File: config.mk
export PLATFORM = sky130hd
export DESIGN_NAME = spi_txn_arbiter
export DESIGN_NICKNAME = d
export VERILOG_FILES = /design/src/rtl/spi_txn_arbiter.sv
export SDC_FILE = /design/constraint.sdc
export NUM_CORES = 1
export LEC_CHECK = 0
export ABC_CLOCK_PERIOD_IN_PS = 2700
export BUFFER_PORTS_ARGS = -buffer_cell sky130_fd_sc_hd__buf_2
export CORE_UTILIZATION = 54
export DETAILED_ROUTE_END_ITERATION = 10
export MAX_ROUTING_LAYER = met4
export PLACE_DENSITY = 0.86
export SYNTH_ARGS = -nofsm -noshare
export SYNTH_HDL_FRONTEND = slang
export SYNTH_SLANG_ARGS = --single-unit
File: constraint.sdc
create_clock -name clk -period 2.7 [get_ports clk]
set_input_delay 0.81 -clock clk [delete_from_list [all_inputs] [get_ports clk]]
set_output_delay 0.81 -clock clk [all_outputs]
set_load 0.03 [all_outputs]
File: src/rtl/spi_txn_arbiter.sv
// Round-robin arbiter/sequencer sharing one SPI master among NREQ requesters.
// Launches one transfer at a time, tracks completion on m_ss, and aborts stalled transfers.
module spi_txn_arbiter #(
    parameter int unsigned NREQ    = 4,
    parameter int unsigned DW      = 8,
    parameter int unsigned TIMEOUT = 255
) (
    input  logic               clk,
    input  logic               rst_n,
    input  logic [NREQ-1:0]    req,
    input  logic [NREQ*DW-1:0] req_data,
    input  logic [NREQ*2-1:0]  req_mode,
    output logic [NREQ-1:0]    gnt,
    output logic [NREQ-1:0]    done,
    output logic               err,
    output logic [DW-1:0]      rdata,
    output logic               busy,
    output logic               m_start,
    output logic [DW-1:0]      m_data,
    output logic [1:0]         m_mode,
    input  logic               m_ss,
    input  logic [DW-1:0]      m_rdata
);

    localparam int unsigned IW  = (NREQ > 1) ? $clog2(NREQ) : 1;
    localparam int unsigned WDW = ($clog2(TIMEOUT + 1) > 8) ? $clog2(TIMEOUT + 1) : 8;

    typedef enum logic [2:0] {
        IDLE    = 3'd0,
        LAUNCH  = 3'd1,
        WAIT_LO = 3'd2,
        WAIT_HI = 3'd3,
        FINISH  = 3'd4
    } state_t;

    state_t state, state_nxt;

    logic [IW-1:0]   ptr, ptr_nxt;
    logic [IW-1:0]   winner, winner_nxt;
    logic [WDW-1:0]  wd, wd_nxt;
    logic            timed_out, timed_out_nxt;

    logic [NREQ-1:0] gnt_nxt, done_nxt;
    logic            err_nxt, busy_nxt, m_start_nxt;
    logic [DW-1:0]   rdata_nxt, m_data_nxt;
    logic [1:0]      m_mode_nxt;

    logic [IW-1:0]   pick_c;
    logic            pick_valid_c;
    logic            wd_expired_c;
    int unsigned     idx;

    // First set request at or after ptr, searching upward with wrap-around.
    always_comb begin
        pick_c       = '0;
        pick_valid_c = 1'b0;
        idx          = 0;
        for (int unsigned k = 0; k < NREQ; k++) begin
            idx = (32'(ptr) + k) % NREQ;
            if (!pick_valid_c && req[IW'(idx)]) begin
                pick_valid_c = 1'b1;
                pick_c       = IW'(idx);
            end
        end
    end

    assign wd_expired_c = (wd == WDW'(TIMEOUT - 1));

    // State register.
    always_ff @(posedge clk or negedge rst_n) begin
        if (!rst_n) state <= IDLE;
        else        state <= state_nxt;
    end

    // Next-state logic; the watchdog overrides a pending m_ss transition.
    always_comb begin
        state_nxt = state;
        case (state)
            IDLE:    if (pick_valid_c) state_nxt = LAUNCH;
            LAUNCH:  state_nxt = WAIT_LO;
            WAIT_LO: begin
                if (wd_expired_c)  state_nxt = FINISH;
                else if (!m_ss)    state_nxt = WAIT_HI;
            end
            WAIT_HI: begin
                if (wd_expired_c || m_ss) state_nxt = FINISH;
            end
            FINISH:  state_nxt = IDLE;
            default: state_nxt = IDLE;
        endcase
    end

    // Next values of the registered outputs and datapath.
    always_comb begin
        gnt_nxt       = gnt;
        done_nxt      = '0;
        err_nxt       = 1'b0;
        rdata_nxt     = rdata;
        busy_nxt      = (state_nxt != IDLE);
        m_start_nxt   = 1'b0;
        m_data_nxt    = m_data;
        m_mode_nxt    = m_mode;
        ptr_nxt       = ptr;
        winner_nxt    = winner;
        wd_nxt        = wd;
        timed_out_nxt = timed_out;
        case (state)
            IDLE: begin
                if (pick_valid_c) begin
                    winner_nxt  = pick_c;
                    gnt_nxt     = NREQ'(1) << pick_c;
                    m_start_nxt = 1'b1;
                    m_data_nxt  = req_data[pick_c*DW +: DW];
                    m_mode_nxt  = req_mode[pick_c*2 +: 2];
                end
            end
            LAUNCH: begin
                wd_nxt        = '0;
                timed_out_nxt = 1'b0;
            end
            WAIT_LO, WAIT_HI: begin
                if (wd_expired_c) timed_out_nxt = 1'b1;
                else              wd_nxt        = wd + WDW'(1);
            end
            FINISH: begin
                rdata_nxt = m_rdata;
                done_nxt  = NREQ'(1) << winner;
                err_nxt   = timed_out;
                gnt_nxt   = '0;
                ptr_nxt   = (winner == IW'(NREQ - 1)) ? '0 : winner + IW'(1);
            end
            default: ;
        endcase
    end

    // Output and datapath registers.
    always_ff @(posedge clk or negedge rst_n) begin
        if (!rst_n) begin
            gnt       <= '0;
            done      <= '0;
            err       <= 1'b0;
            rdata     <= '0;
            busy      <= 1'b0;
            m_start   <= 1'b0;
            m_data    <= '0;
            m_mode    <= '0;
            ptr       <= '0;
            winner    <= '0;
            wd        <= '0;
            timed_out <= 1'b0;
        end else begin
            gnt       <= gnt_nxt;
            done      <= done_nxt;
            err       <= err_nxt;
            rdata     <= rdata_nxt;
            busy      <= busy_nxt;
            m_start   <= m_start_nxt;
            m_data    <= m_data_nxt;
            m_mode    <= m_mode_nxt;
            ptr       <= ptr_nxt;
            winner    <= winner_nxt;
            wd        <= wd_nxt;
            timed_out <= timed_out_nxt;
        end
    end

endmodule

==> impl_metrics.ini, run 1 <==
[timing]
clock_skew_ns = 0.00734
hold_violations = 0
worst_pin_slew_ns = 0.623
setup_viol = 0
maxSlewHeadroom_pct = 58.4
period_needed_ns = 2.05
rsz0062_at_grt = no
finalSetupTns_ns = 0
fin_crit_sh_pct = 76.1
maxSlewViolCount = 0
fin_hold_ws_ns = 0.414
max_freq_mhz = 487

[global_routing]
grt_pass1_vias = 1917
antenna_found_initial = 0
grt_pass1_wl_mm = 8.83
grt_usage_pct = 26.7
overflow = 0
grt_max_degree = 31

[placed_design]
io_buffers = 83
place.gp.congestion = 0.848
place_inst = 357
place_hpwl_mm = 4.04

[critical_path]
worstSetupPathType = in -> reg
r2r_slack_ns = 0.84
r2r_end = rdata[4]
critPathArrivalTime_ns = 2.28
cp_slowest_stage_delay_ns = 0.57
critPathCaptureType = register
startpoint_type = input pin
r2r_cells = 3
required_ns = 2.92
crit_chain = buf_2, nor4_2, or4_4, inv_2, o221ai_1, o21ai_0
slowest_stage = or4_4
regToRegStartpoint = state[1]
cp_max_fo = 20

[yosys]
seq_area_frac_synth_pct = 47.3
ys_types = 49
synth_most_common_cell = dfrtp_1
synth_edf_count = 0
synth_seq_cells = 45
synth_nets = 299
synthesis.area_mm2 = 0.00238
yosysTopAreaCell = dfrtp_1
synth.top_cells.by_count = dfrtp_1, nor2_1, a21oi_1, and3_1, o211ai_1
ys_warn_count = 0
yosysTopAreaCellShare_pct = 47.3
yosys-top-cells-area = dfrtp_1, mux2_2, and3_1
postSynthAreaPerCell_um2 = 10.0
ys.flop_type = dfrtp_1
synth_cells = 238
synth-async-reset-ratio_pct = 100

[clocking]
ctsRootBufferMaster = clkbuf_8
postCtsSetupBuffers = 0
ctsResizeCount = 0
cts_sinks = 45
cts-hold-fix-buffers = 0
cts_buffer_depth = 2
cts_tree = built
clk_latency_ns = 0.30
cts_max_level = 2
cts-buffers-inserted = 5
clkTransAtPathRegs_ns = 0.09

[final_layout]
antenna_cells = 0
area_delta_synth_final_pct = 22.0
drive_gt1_share_pct = 36.2
fin_cells = 365
final_nets = 375

[drt]
drc = 0
drt_first_iter_violations = 185
wl_mm = 5.75
wire_per_inst_um = 15.8
first_pass_iters = 5
vias_per_cell = 5.98
detail-route-antenna-nets = 0
num_vias = 2182

[floorplan]
io_pins = 84
die_area_mm2 = 0.00468
floorplan.initialDensity_pct = 57.9
fp.dieW_um = 68.4
core-area_mm2 = 0.00412
dieHeight_um = 68.4
rows = 23

[power]
p_leak_nw = 1.44
powerDensity_mw_per_mm2 = 1080
peakVddDrop_uv = 577

[worst_hold_path]
hold_class = in -> async

[run_status]
status = finished, final reports clean

[run]
max-cap-violations = 0
placed cells by master, fill, tap and decap left out, drive strengths merged, types with 2 or more instances in the layout:
cell type and instances:
a21o 2, a21oi 16, a22oi 11, a31oi 10, and2 2, and3 16
buf 89, clkbuf 6, dfrtp 45, ha 6, inv 5, mux2 9
nand2 10, nand3 10, nand4 3, nor2 19, nor2b 3, o211ai 12
o21ai 11, o21bai 2, o31ai 3, or4 2, xor2 3
worst max path at each step:
stage | start | endpoint | slack [ns] | cells past startpoint
global placement | req[3] | winner[1] | 0.42 | 6
CTS | req[3] | winner[1] | 0.66 | 6
finish | req[3] | winner[1] | 0.65 | 6
detailed placement | req[3] | winner[1] | 0.36 | 6
floorplan | req[3] | m_data[1] | 0.71 | 7
global route | req[3] | winner[1] | 0.55 | 6
sequential cells by signal, summed over array words and instances (netlist names):
signal and cells:
ptr 2, state 3, rdata 8, busy 1, m_data 8, winner 2
m_mode 2, err 1, wd 8, done 4, timed_out 1, gnt 4
m_start 1
power breakdown:
part	total (mW)	internal (mW)	switching, mW	leakage, nW
clock network	0.531	0.301	0.230	0.0574
logic	1.47	0.518	0.950	0.829
registers	1.15	0.928	0.217	0.558
layout make-up:
class,instances,area (um^2)
sequential,45,1130
clock inverter,2,37.5
clock buffer,6,82.6
tap,50,62.6
multi-input combinational,168,1120
timing repair buffer,89,460
fill,313,1210
inverter,5,18.8
cell families (layout without fill, tap and decap cells):
kind of cell	count (synthesis)	in the layout	synth area share, %
xor+xnor	4	4	1.47
compound gates	75	75	21.0
flops	45	45	47.3
mux	9	9	4.25
buf+inv	25	102	5.78
simple gates	74	74	17.1
fa+ha+maj	6	6	3.15
worst max-delay path: cells and delay by family:
kind                   cells  cell delay, ns
AO/OA/AOI/OAI              2            0.24
AND/OR/NAND/NOR            2            0.68
buffers and inverters      2            0.54
stage by stage:
stage	cell area [um^2]	setup slack [ns]	utilization (%)	total power [mW]
6_report	2910	0.645	70.6	3.14
4_1_cts	2910	0.665	70.6	3.14
2_1_floorplan	2380	0.710	-	2.21
3_5_place_dp	2790	0.362	67.7	2.61
3_3_place_gp	2790	0.415	67.7	2.55
5_1_grt	2910	0.548	70.6	3.37
per-layer routing:
metal,vias to the layer above,track usage (%),routed length [um]
li1,1026,-,-
met4,0,11.7,80
met5,-,-,0
met2,93,41.4,2930
met1,1054,34.2,2410
met3,9,4.50,334
No activity file was read; power rests on OpenSTA's default activity.
==> inputs of run 2 (changes only) <==
==> config.mk (replaced) <==
export PLATFORM = sky130hd
export DESIGN_NAME = spi_txn_arbiter
export DESIGN_NICKNAME = d
export VERILOG_FILES = /design/src/rtl/spi_txn_arbiter.sv
export SDC_FILE = /design/constraint.sdc
export NUM_CORES = 1
export LEC_CHECK = 0
export ABC_AREA = 1
export ABC_CLOCK_PERIOD_IN_PS = 1800
export BUFFER_PORTS_ARGS = -buffer_cell sky130_fd_sc_hd__buf_2
export CORE_UTILIZATION = 46
export DETAILED_ROUTE_END_ITERATION = 10
export MAX_ROUTING_LAYER = met4
export PLACE_DENSITY = 0.76
export SYNTH_ARGS = -nofsm -noshare
export SYNTH_HDL_FRONTEND = slang
export SYNTH_SLANG_ARGS = --single-unit
==> constraint.sdc (replaced) <==
create_clock -name clk -period 1.8 [get_ports clk]
set_input_delay 0.54 -clock clk [delete_from_list [all_inputs] [get_ports clk]]
set_output_delay 0.54 -clock clk [all_outputs]
set_load 0.03 [all_outputs]
==> impl_metrics.ini, run 2 <==
[run_status]
status = finished, violations left
violations = setup timing

[timing]
period_needed_ns = 1.94
hold_violations = 0
setup_ws_ns = -0.145
worst_pin_slew_ns = 0.421
max_freq_mhz = 514
maxSlewViolCount = 0
maxSlewHeadroom_pct = 71.5
fin_crit_sh_pct = 108
rsz0062_at_grt = yes
setup_viol = 19
fin_hold_ws_ns = 0.120
clock_skew_ns = 0.00666

[drt]
drc = 0
detail-route-antenna-nets = 0
drt_first_iter_violations = 124
first_pass_iters = 4
wire_per_inst_um = 12.5
num_vias = 2644
vias_per_cell = 5.07
wl_mm = 6.54

[global_routing]
grt_usage_pct = 23.9
overflow = 0
grt_pass1_wl_mm = 11.1
antenna_found_initial = 0
grt_pass1_vias = 2527
grt_max_degree = 36

[placed_design]
place_hpwl_mm = 4.65
place.gp.congestion = 0.898
io_buffers = 83

[critical_path]
required_ns = 1.98
path_common_cell = nand2_1
cp_max_fo = 11
timing.critical_path.max_delay_family = simple AND/OR/NAND/NOR gates
critPathCaptureType = register
critPathArrivalTime_ns = 2.13
crit_chain = buf_12, inv_8, nand2_1, nand2_2, nand2_2, nand2_4, nor2_8, nand3_4, buf_4, nand3_4, inv_1, buf_12, nand2_1, nand2_1
slowest_stage = dfrtp_1
worstSetupPathType = reg -> reg
cp_slowest_stage_delay_ns = 0.38
crit_buf_inv = 5
startpoint_type = register

[floorplan]
die_area_mm2 = 0.00603
core-area_mm2 = 0.00551
rows = 27
io_pins = 84
floorplan.initialDensity_pct = 47.9
fp.dieW_um = 77.7
dieHeight_um = 77.7

[clocking]
cts_max_level = 2
cts_tree = built
cts_sinks = 45
clk_latency_ns = 0.29
cts-hold-fix-buffers = 0
cts-buffers-inserted = 5
ctsRootBufferMaster = clkbuf_8
cts_buffer_depth = 2
clkTransAtPathRegs_ns = 0.09

[worst_hold_path]
hold_class = in -> async

[yosys]
synth_compound_area_share_pct = 5.46
synth.top_cells.by_count = nand2_1, dfrtp_1, inv_1
synth-xor-area-share_pct = 0
seq_area_frac_synth_pct = 42.7
yosysTopAreaCell = dfrtp_1
yosys-top-cells-area = dfrtp_1, nand2_1, nand4_1
synthMuxAreaShare_pct = 3.42
synth_edf_count = 0
synth_cells = 344
synth-async-reset-ratio_pct = 100
synthAdderAreaFrac_pct = 2.85
synthesis.area_mm2 = 0.00264
synth_simple_gate_area_share_pct = 37.1
synth_seq_cells = 45
ys_types = 30
postSynthAreaPerCell_um2 = 7.66
yosysTopAreaCellShare_pct = 42.7
ys_warn_count = 0
ys.flop_type = dfrtp_1
synth_nets = 405
synth_most_common_cell = nand2_1
synth_top_family_by_area = simple AND/OR/NAND/NOR gates

[power]
powerDensity_mw_per_mm2 = 2100
p_leak_nw = 1.96
peakVddDrop_uv = 969
power_mw = 7.33

[final_layout]
final_cell_mix = nand2_1, buf_2, dfrtp_1
final_core_util_pct = 63.4
antenna_cells = 0
largestRegisters = m_data: 8 flops, rdata: 8 flops, wd: 8 flops
fillerInstances = 456
area_delta_synth_final_pct = 32.5
final_common_cell = nand2_1
multi_input_area_mm2 = 0.00135
final_nets = 510
drive_gt1_share_pct = 36.4
seqCellArea_mm2 = 0.00113

[run]
max-cap-violations = 0
[run 2: cell types whose count changed in the layout (fill, tap and decap cells not counted), moves of 5 or more]
cell / delta
nand2_2: +14
nor2_1: -5
inv_1: +21
a22oi_1: -11
a21oi_1: -9
nand2_1: +129
nand3_1: +5
a31oi_1: -10
buf_4: +16
and3_1: -16
o211ai_1: -12
nand4_1: +18
[run 2: worst reg2reg max path, cell delays in order (launching register included)]
cell and delay (ns):
dfrtp_1 0.38, buf_12 0.14, inv_8 0.05, nand2_1 0.07, nand2_2 0.08, nand2_2 0.09
nand2_4 0.07, nor2_8 0.13, nand3_4 0.18, buf_4 0.20, nand3_4 0.06, inv_1 0.11
buf_12 0.16, nand2_1 0.06, nand2_1 0.05
[run 2: per-stage QoR]
stage	setup TNS [ns]	std cells	setup WS (ns)	area, um^2
finish	-2.10	522	-0.145	3490
floorplan	0	344	0.0947	2640
detailed placement	-2.92	507	-0.217	3270
global route	-4.70	522	-0.301	3490
global placement	-2.13	507	-0.167	3270
CTS	-0.967	519	-0.114	3440
[run 2: final timing paths]
kind	slack (ns)	start	cells after the start	end
worst max-delay path	-0.14	ptr[0]	14	m_data[1]
worst min-delay path	0.12	rst_n	1	m_start
worst max register to register	-0.14	ptr[0]	14	m_data[1]
worst min register to register	0.49	m_data[7]	2	m_data[7]
max in group asynchronous	1.21	rst_n	2	wd[0]
min in group clk	0.48	m_rdata[6]	2	rdata[6]
[run 2: per-layer routing]
layer | up-vias | GRT usage, % | part of all wire [%]
met5 | - | - | 0
met4 | 0 | 9.43 | 1.4
met3 | 8 | 4.47 | 7.3
met2 | 94 | 40.9 | 50
met1 | 1223 | 27.6 | 41
li1 | 1319 | - | -
[run 2: cell type report]
type / count / share of cell area, %
Clock buffer: 6 / 2.08
Clock inverter: 2 / 0.430
Inverter: 30 / 3.44
Multi-Input combinational cell: 254 / 38.6
Sequential cell: 45 / 32.2
Tap cell: 72 / 2.58
Timing Repair Buffer: 113 / 20.7
[run 2: logic make-up after synthesis]
logic type / Yosys count
AO/OA/AOI/OAI: 23
buffers and inverters: 46
multiplexers: 8
adder cells (fa/ha/maj): 6
flip-flops: 45
AND/OR/NAND/NOR: 216
[run 2: what timing repair did]
action / CTS / global route
gates resized for setup: 8 / 9
cloned: 2 / 0
endpoints found under the setup margin: 17 / 21
pin swaps: 4 / 3
buffers inserted: 2 / 3
[run 2: report_power, final]
part           switching [mW]  internal [mW]  leakage, nW
Combinational            3.17           1.95         1.35
Sequential              0.216           1.39        0.571
Clock                   0.331          0.273       0.0374
Total                    3.71           3.62         1.96
